### src/rtl/uart_link_pkg.sv
// Shared definitions for the host-side UART command link.
//   tx_state_t          : states of the response transmit FSM
//   CMD_BYTES_DEF       : default bytes per command word
//   TIMEOUT_CYCLES_DEF  : default inter-byte timeout in clk cycles
//   ACK_BYTE / NAK_BYTE : response codes used by the command dispatcher
package uart_link_pkg;

  localparam int CMD_BYTES_DEF      = 3;
  localparam int TIMEOUT_CYCLES_DEF = 500000;

  localparam logic [7:0] ACK_BYTE = 8'hA5;
  localparam logic [7:0] NAK_BYTE = 8'hEE;

  typedef enum logic [1:0] {
    TX_IDLE,
    TX_START,
    TX_WAIT
  } tx_state_t;

endpackage

### src/rtl/uart_resp_tx.sv
// Response transmit path: takes one byte per valid/ready handshake from the
// dispatcher, strobes it into the UART transceiver and waits for the
// transceiver to report the byte as sent before accepting the next one.
// Ports:
//   clk, rst            : clock, asynchronous active-high reset
//   resp_valid/_data    : byte offered by the dispatcher
//   resp_ready          : high in TX_IDLE only
//   trmt                : one-cycle transmit strobe to the transceiver
//   tx_data             : byte being sent, held from trmt until tx_done
//   tx_done             : transceiver "byte sent" level
module uart_resp_tx
  import uart_link_pkg::*;
(
  input  logic       clk,
  input  logic       rst,
  input  logic       resp_valid,
  input  logic [7:0] resp_data,
  output logic       resp_ready,
  output logic       trmt,
  output logic [7:0] tx_data,
  input  logic       tx_done
);

  tx_state_t  state_q, state_d;
  logic [7:0] tx_data_q, tx_data_d;
  logic       tx_done_q;

  // NOTE: state registers use non-blocking assignments so every flop samples
  // the pre-edge values of the others, independent of block ordering.
  always_ff @(posedge clk or posedge rst) begin
    if (rst) begin
      state_q   <= TX_IDLE;
      tx_data_q <= '0;
      tx_done_q <= 1'b0;
    end else begin
      state_q   <= state_d;
      tx_data_q <= tx_data_d;
      tx_done_q <= tx_done;
    end
  end

  // NOTE: every output of this block is given a default first, so no path
  // leaves a signal unassigned and no latch is inferred.
  always_comb begin
    state_d    = state_q;
    tx_data_d  = tx_data_q;
    resp_ready = 1'b0;
    trmt       = 1'b0;
    unique case (state_q)
      TX_IDLE: begin
        resp_ready = 1'b1;
        if (resp_valid) begin
          tx_data_d = resp_data;
          state_d   = TX_START;
        end
      end
      TX_START: begin
        trmt    = 1'b1;
        state_d = TX_WAIT;
      end
      TX_WAIT: begin
        // Only a fresh rising edge counts; a level left high from the
        // previous byte is stale and must not end the wait.
        if (tx_done && !tx_done_q) state_d = TX_IDLE;
      end
      default: state_d = TX_IDLE;
    endcase
  end

  assign tx_data = tx_data_q;

endmodule

### src/rtl/uart_cmd_link.sv
// Host-facing end of the scope UART link.
// RX: acknowledges each received byte with a one-cycle clr_rdy and packs
// CMD_BYTES bytes, first byte in the MSBs, into cmd. cmd_rdy holds until the
// dispatcher pulses clr_cmd_rdy; no bytes are taken while it is high. A
// partial command idle for TIMEOUT_CYCLES is dropped with a frame_err pulse.
// TX: delegated to uart_resp_tx.
// Ports:
//   clk, rst              : clock, asynchronous active-high reset
//   rdy, rx_data, clr_rdy : transceiver receive handshake
//   trmt, tx_data, tx_done: transceiver transmit handshake
//   cmd, cmd_rdy, clr_cmd_rdy : command word to dispatcher
//   resp_valid, resp_data, resp_ready : response byte from dispatcher
//   frame_err             : one-cycle pulse on inter-byte timeout
module uart_cmd_link
  import uart_link_pkg::*;
#(
  parameter int CMD_BYTES      = CMD_BYTES_DEF,
  parameter int TIMEOUT_CYCLES = TIMEOUT_CYCLES_DEF
) (
  input  logic                   clk,
  input  logic                   rst,
  input  logic                   rdy,
  input  logic [7:0]             rx_data,
  output logic                   clr_rdy,
  output logic                   trmt,
  output logic [7:0]             tx_data,
  input  logic                   tx_done,
  output logic [8*CMD_BYTES-1:0] cmd,
  output logic                   cmd_rdy,
  input  logic                   clr_cmd_rdy,
  input  logic                   resp_valid,
  input  logic [7:0]             resp_data,
  output logic                   resp_ready,
  output logic                   frame_err
);

  localparam int CMD_W = 8 * CMD_BYTES;
  localparam int CNT_W = $clog2(CMD_BYTES + 1);
  localparam int TMR_W = $clog2(TIMEOUT_CYCLES + 1);

  logic [CMD_W-1:0] shift_q, shift_d;
  logic [CMD_W-1:0] cmd_q, cmd_d;
  logic [CNT_W-1:0] cnt_q, cnt_d;
  logic [TMR_W-1:0] timer_q, timer_d;
  logic             cmd_rdy_q, cmd_rdy_d;
  logic             clr_rdy_q, frame_err_q;

  logic             accept, last_byte, timeout;
  logic [CMD_W-1:0] assembled;

  // clr_rdy_q masks the cycle in which the transceiver is still clearing rdy,
  // so one byte is never captured twice.
  assign accept    = rdy && !clr_rdy_q && !cmd_rdy_q;
  assign last_byte = (cnt_q == CNT_W'(CMD_BYTES - 1));
  assign timeout   = (cnt_q != '0) && !accept &&
                     (timer_q == TMR_W'(TIMEOUT_CYCLES - 1));
  assign assembled = (shift_q << 8) | CMD_W'(rx_data);

  always_comb begin
    shift_d   = shift_q;
    cmd_d     = cmd_q;
    cnt_d     = cnt_q;
    timer_d   = timer_q;
    cmd_rdy_d = cmd_rdy_q;
    if (clr_cmd_rdy) cmd_rdy_d = 1'b0;
    if (accept) begin
      shift_d = assembled;
      timer_d = '0;
      if (last_byte) begin
        cmd_d     = assembled;
        cmd_rdy_d = 1'b1;
        cnt_d     = '0;
      end else begin
        cnt_d = cnt_q + CNT_W'(1);
      end
    end else if (timeout) begin
      shift_d = '0;
      cnt_d   = '0;
      timer_d = '0;
    end else if (cnt_q != '0) begin
      timer_d = timer_q + TMR_W'(1);
    end else begin
      timer_d = '0;
    end
  end

  always_ff @(posedge clk or posedge rst) begin
    if (rst) begin
      shift_q     <= '0;
      cmd_q       <= '0;
      cnt_q       <= '0;
      timer_q     <= '0;
      cmd_rdy_q   <= 1'b0;
      clr_rdy_q   <= 1'b0;
      frame_err_q <= 1'b0;
    end else begin
      shift_q     <= shift_d;
      cmd_q       <= cmd_d;
      cnt_q       <= cnt_d;
      timer_q     <= timer_d;
      cmd_rdy_q   <= cmd_rdy_d;
      clr_rdy_q   <= accept;
      frame_err_q <= timeout;
    end
  end

  assign clr_rdy   = clr_rdy_q;
  assign cmd       = cmd_q;
  assign cmd_rdy   = cmd_rdy_q;
  assign frame_err = frame_err_q;

  uart_resp_tx u_resp_tx (
    .clk        (clk),
    .rst        (rst),
    .resp_valid (resp_valid),
    .resp_data  (resp_data),
    .resp_ready (resp_ready),
    .trmt       (trmt),
    .tx_data    (tx_data),
    .tx_done    (tx_done)
  );

endmodule

### config.mk
export PLATFORM = sky130hd
export DESIGN_NAME = uart_cmd_link
export DESIGN_NICKNAME = d
export VERILOG_FILES = /design/src/rtl/uart_link_pkg.sv /design/src/rtl/uart_resp_tx.sv /design/src/rtl/uart_cmd_link.sv
export SDC_FILE = /design/constraint.sdc
export NUM_CORES = 1
export LEC_CHECK = 0
export CAP_MARGIN = 20
export CORE_MARGIN = 1.5
export CORE_UTILIZATION = 47
export DETAILED_ROUTE_END_ITERATION = 10
export PLACE_DENSITY_LB_ADDON = 0.25
export SETUP_SLACK_MARGIN = 0.4
export SLEW_MARGIN = 20
export SYNTH_ARGS = -nofsm -noshare
export SYNTH_HDL_FRONTEND = slang
export SYNTH_SLANG_ARGS = --single-unit
### constraint.sdc
create_clock -name clk -period 2.35 [get_ports clk]
set_input_delay 0.5875 -clock clk [delete_from_list [all_inputs] [get_ports clk]]
set_output_delay 0.5875 -clock clk [all_outputs]
set_load 0.01 [all_outputs]
==> flow_summary.toml, run 1 <==
[sta]
slew_viol_final = 0
hold_viol = 0
rsz0062_at_grt = "no"
fmax_mhz = 532
final.period_utilization_pct = 80.0
worst_slew_pin_slew_ns = 0.519
finalSetupTns_ns = 0
fin_crit_ns = 1.88
setup_viol = 0
whs_ns = 0.508
relSlewSlack_pct = 65.3
finClkSkew_ns = 0.0127

[clocking]
cts_tree = "done"
numCtsBuffers = 9
hold_buffers = 0
clk_latency_ns = 0.34
clk_pin_slew_worst_paths_ns = 0.08
postCtsSetupBuffers = 0
htreeDepth = 3
cts_buffer_depth = 2
root_buffer = "clkbuf_8"
postCtsResizedCells = 2
clkSinkCount = 75

[drt]
routedWlPerCell_um = 14.5
vias = 2111
drc = 3
drt_iter0_drc = 161
ant_nets = 0
via_per_inst = 5.29
first_pass_iters = 7
drt-total-wl_um = 5800

[power]
ir_drop_v = 0.000758
power_density_nw_per_um2 = 1120
power_leakage_nw = 1.73

[logic_synthesis]
yosys.area.top_type = "dfrtp_1"
ys_types = 40
synth.cells.most_frequent = "dfrtp_1 (75), nor2_1 (37), mux2_2 (32), mux2i_1 (16), inv_1 (8)"
syn_inst = 254
synth_edf_count = 0
ys.flop_type = "dfrtp_1"
yosysMostFrequentCell = "dfrtp_1"
ys_seq_elements = 75
syn_area_um2 = 3170
async_flop_share_pct = 100
synth.avg_cell_area_um2 = 12.5
syn_nets = 277
seq_area_frac_synth_pct = 59.1
synthTopCellsByArea = "dfrtp_1 (59%), mux2_2 (11%), mux2i_1 (5.0%)"
yosys_warnings = 0
synth_top_area_share_pct = 59.1

[worst_setup_path]
startpoint_type = "flop"
slowest_delay_ns = 0.55
path_cells = "clkdlybuf4s50_1"
crit_required_ns = 1.76
cp_slowest_cell = "clkdlybuf4s50_1"
crit_fanout = 2
path_class = "flop to output port"
cp.arrival_ns = 1.29
cp_num_buf_inv = 1
cpLargestDelayFamily = "buffers and inverters"
critPathCaptureType = "output port"

[status]
status = "complete, but fails checks"
violations = "DRC"

[cells_and_area]
syn_to_final_growth_pct = 29.4
fillers = 515
multiInputGateArea_um2 = 1210
drive_gt1_share_pct = 20.2
stdcell_area_um2 = 4110
fin_nets = 341
n_antenna_cell = 0
ff_latch_area_um2 = 1880

[run]
drv_cap = 0

[floorplan]
die-area_um2 = 7260
initial_core_util_pct = 49.4
die_width_um = 85.2
dieHeight_um = 85.2
row_count = 29
io_pins = 59
core_um2 = 6420

[place]
dpl_cell_area_um2 = 3910
detailed_place_hpwl_um = 3980
portBuffers = 58
finalWeightedCongestion = 0.780

[grt]
grt_max_degree = 34
track_usage_pct = 17.5
grt-ovfl-total = 0
grt_pass1_vias = 2157
grt_pass1_wl_um = 10000
antenna_found_initial = 0

[hold_path]
hp-class = "flop to flop"
## final cells by class
type | instances | share of cell area [%]
flip-flops and latches | 75 | 45.7
inverters | 8 | 0.822
multi-input cells | 160 | 29.5
clock inverters | 6 | 1.58
well taps | 77 | 2.34
repair buffers | 64 | 17.1
clock buffers | 9 | 3.01
## metal layers
layer  vias up  share of wire [%]  GRT usage (%)
li1       1009                  -              -
met5         -                  0              0
met4         0                1.9           8.20
met2        37                 48           27.3
met1      1056                 46           23.0
met3         9                4.0           4.67
## final timing paths
| check | startpoint | end | slack, ns | cells past startpoint |
|---|---|---|---|---|
| max in group asynchronous | rst | cnt_q[0] | 1.20 | 3 |
| max reg2reg | timer_q[0] | shift_q[3] | 0.56 | 6 |
| min reg2reg | u_resp_tx.tx_data[6] | u_resp_tx.tx_data[6] | 0.51 | 1 |
| max | clr_rdy | clr_rdy | 0.47 | 1 |
| min in group asynchronous | rst | cmd[7] | 0.63 | 2 |
| min | u_resp_tx.tx_data[6] | u_resp_tx.tx_data[6] | 0.51 | 1 |
## sequential cells by signal, indices dropped and copies added (netlist names), 2 cells and up
| signal | flops |
|---|---|
| u_resp_tx.state_q | 2 |
| cmd | 24 |
| shift_q | 16 |
| timer_q | 19 |
| u_resp_tx.tx_data | 8 |
| cnt_q | 2 |
## logic make-up after synthesis
family,count (synthesis),synth area share (%)
adder cells (fa/ha/maj),1,0.394
AND/OR/NAND/NOR,83,14.8
AO/OA/AOI/OAI,16,3.11
XOR/XNOR,12,3.31
flip-flops,75,59.1
buffers and inverters,19,2.88
multiplexers,48,16.4
## cells in the final DEF (no fill, tap or decap), drive strengths merged
| cell type | count |
|---|---|
| dfrtp | 75 |
| clkdlybuf4s50 | 55 |
| nor2 | 37 |
| mux2 | 32 |
| mux2i | 16 |
| clkbuf | 9 |
| inv | 8 |
| nand3 | 8 |
| nand2 | 7 |
| xnor2 | 7 |
| nand4 | 7 |
| o21ai | 7 |
| buf | 6 |
| xor2 | 5 |
| a21oi | 5 |
| nor4 | 4 |
| nor3 | 3 |
| or3 | 3 |
| clkinv | 3 |
| nor4b | 2 |
| nand2b | 2 |
| nand3b | 2 |
| o31ai | 2 |
| clkinvlp | 2 |
| dlygate4sd2 | 2 |
| or4 | 2 |
| nor3b | 1 |
| and3 | 1 |
| and4 | 1 |
| and2 | 1 |
| nor4bb | 1 |
| or2 | 1 |
| a31o | 1 |
| o211ai | 1 |
| ha | 1 |
| bufinv | 1 |
| dlymetal6s2s | 1 |
## power by group
group          internal [mW]  switching [mW]
logic                  0.975           0.641
registers               1.75           0.286
clock network          0.486           0.462
## through the flow
| step | utilization [%] | instances | setup slack [ns] | power, mW |
|---|---|---|---|---|
| after global placement | 60.9 | 384 | 0.261 | 3.65 |
| after global routing | 64.0 | 399 | 0.418 | 4.89 |
| after detailed placement | 60.9 | 384 | 0.224 | 3.71 |
| after CTS | 63.8 | 399 | 0.423 | 4.66 |
| final | 64.0 | 399 | 0.470 | 4.60 |
| after floorplan | - | 254 | 0.540 | 2.83 |
Note: power is estimated with default switching activity, not from simulation.
==> run 2: changes to the inputs <==
Clock period 2.35 ns to 1.6 ns, I/O delays scaled along.
==> flow_summary.toml, run 2 (synthesis gave the netlist of run 1 again) <==
[status]
status = "complete, but fails checks"
violations = "DRC, setup timing"

[sta]
fin_crit_ns = 1.78
finClkSkew_ns = 0.0125
setup_viol = 33
rsz0062_at_grt = "yes"
hold_viol = 0
setup_ws_ns = -0.180
fmax_mhz = 562
final.period_utilization_pct = 111
relSlewSlack_pct = 72.2
worst_slew_pin_slew_ns = 0.412
finalSetupTns_ns = -3.76
slew_viol_final = 0

[worst_setup_path]
cp_slowest_cell = "dfrtp_1"
path_cells = "nor4b_2 -> nand4_1 -> buf_4 -> nor4_4 -> buf_4 -> nor2_2"
reg2reg_from = "timer_q[7]"
crit_required_ns = 1.86
cp_common_cell = "buf_4"
crit_fanout = 5
path_class = "flop to flop"
critPathCaptureType = "flop"
cp_num_buf_inv = 2
cpLargestDelayFamily = "simple AND/OR/NAND/NOR gates"
cp.arrival_ns = 2.04
slowest_delay_ns = 0.43
startpoint_type = "flop"
crit_start = "timer_q[7]"
regToRegEndpoint = "shift_q[1]"
r2r_slack_ns = -0.18
r2r_cells = 6

[cells_and_area]
mostFrequentLayoutCell = "dfrtp_1"
drive_gt1_share_pct = 57.5
fillers = 340
multiInputGateArea_um2 = 1580
n_antenna_cell = 0
syn_to_final_growth_pct = 61.1
final_util_pct = 79.6
final_cell_mix = "dfrtp_1 (75), buf_4 (53), buf_2 (33)"
fin_cells = 477
stdcell_area_um2 = 5110
ff_latch_area_um2 = 1880
largest_reg_flops = 24
fin_nets = 418

[place]
portBuffers = 58
detailed_place_hpwl_um = 4470
finalWeightedCongestion = 0.842
dp.cells = 417
dpl_cell_area_um2 = 4210

[drt]
routedWlPerCell_um = 19.2
via_per_inst = 5.45
first_pass_iters = 7
vias = 2598
drc = 1
drt_iter0_drc = 142
drt-total-wl_um = 9160
ant_nets = 0

[clocking]
numCtsBuffers = 9
root_buffer = "clkbuf_8"
htreeDepth = 3
clkSinkCount = 75
clk_latency_ns = 0.37
cts_tree = "done"
cts_buffer_depth = 2
clk_pin_slew_worst_paths_ns = 0.09

[power]
ir_drop_v = 0.00136
power_leakage_nw = 2.41
power_density_nw_per_um2 = 1660

[floorplan]
dieHeight_um = 85.2
io_pins = 59
core_um2 = 6420
die-area_um2 = 7260
row_count = 29
initial_core_util_pct = 49.4
die_width_um = 85.2

[grt]
grt_pass1_vias = 2619
antenna_found_initial = 0
grt_max_degree = 27
grt_pass1_wl_um = 13200
track_usage_pct = 23.8
grt-ovfl-total = 0

[run]
drv_cap = 0

[hold_path]
hp-class = "input pin to async pin"
run 2: area by class of cell:
type | instances | share of cell area [%]
Tap cell | 77 | 1.88
Multi-Input combinational cell | 160 | 30.9
Timing Repair Buffer | 141 | 25.2
Sequential cell | 75 | 36.7
Clock inverter | 6 | 1.91
Inverter | 8 | 0.710
Clock buffer | 10 | 2.69
run 2: per-stage QoR:
stage	worst slack, ns	hold slack [ns]	power, mW
after floorplan	-0.148	0.431	4.31
after global placement	-0.212	0.474	5.54
after detailed placement	-0.250	0.491	5.64
after CTS	-0.0936	0.352	7.80
final	-0.180	0.354	8.51
after global routing	-0.248	0.400	8.87
run 2: what timing repair did:
item | 4_1_cts | 5_1_grt
buffers inserted | 15 | 23
gates cloned | 2 | 4
hold buffers | 0 | 0
pin swaps | 19 | 12
endpoints found under the setup margin | 108 | 108
resized for setup | 227 | 32
run 2: worst max path at each step:
stage / endpoint / slack, ns / depth (start not counted)
4_1_cts: shift_q[11] / -0.09 / 6
3_5_place_dp: cmd[6] / -0.25 / 5
5_1_grt: shift_q[1] / -0.25 / 7
6_report: shift_q[1] / -0.18 / 6
2_1_floorplan: shift_q[5] / -0.15 / 6
3_3_place_gp: cmd[8] / -0.21 / 5
run 2: worst register-to-register path: stages, from the launching register on:
cell and delay [ns]:
dfrtp_1 0.43, nor4b_2 0.30, nand4_1 0.17, buf_4 0.18, nor4_4 0.30, buf_4 0.24
nor2_2 0.05
run 2: metal layers:
layer / global-route usage, % / up-vias / share of wire [%]
met1: 30.7 / 1304 / 39
met4: 12.2 / 0 / 2.9
met3: 4.18 / 26 / 5.7
met5: 0 / - / 0
met2: 38.8 / 99 / 52
li1: - / 1169 / -
run 2: report_power, final:
group / leakage (nW) / switching, mW / total [mW] / internal [mW]
clock network: 0.119 / 0.778 / 1.72 / 0.939
logic: 1.35 / 1.52 / 3.74 / 2.22
registers: 0.937 / 0.481 / 3.06 / 2.58
total: 2.41 / 2.78 / 8.51 / 5.73
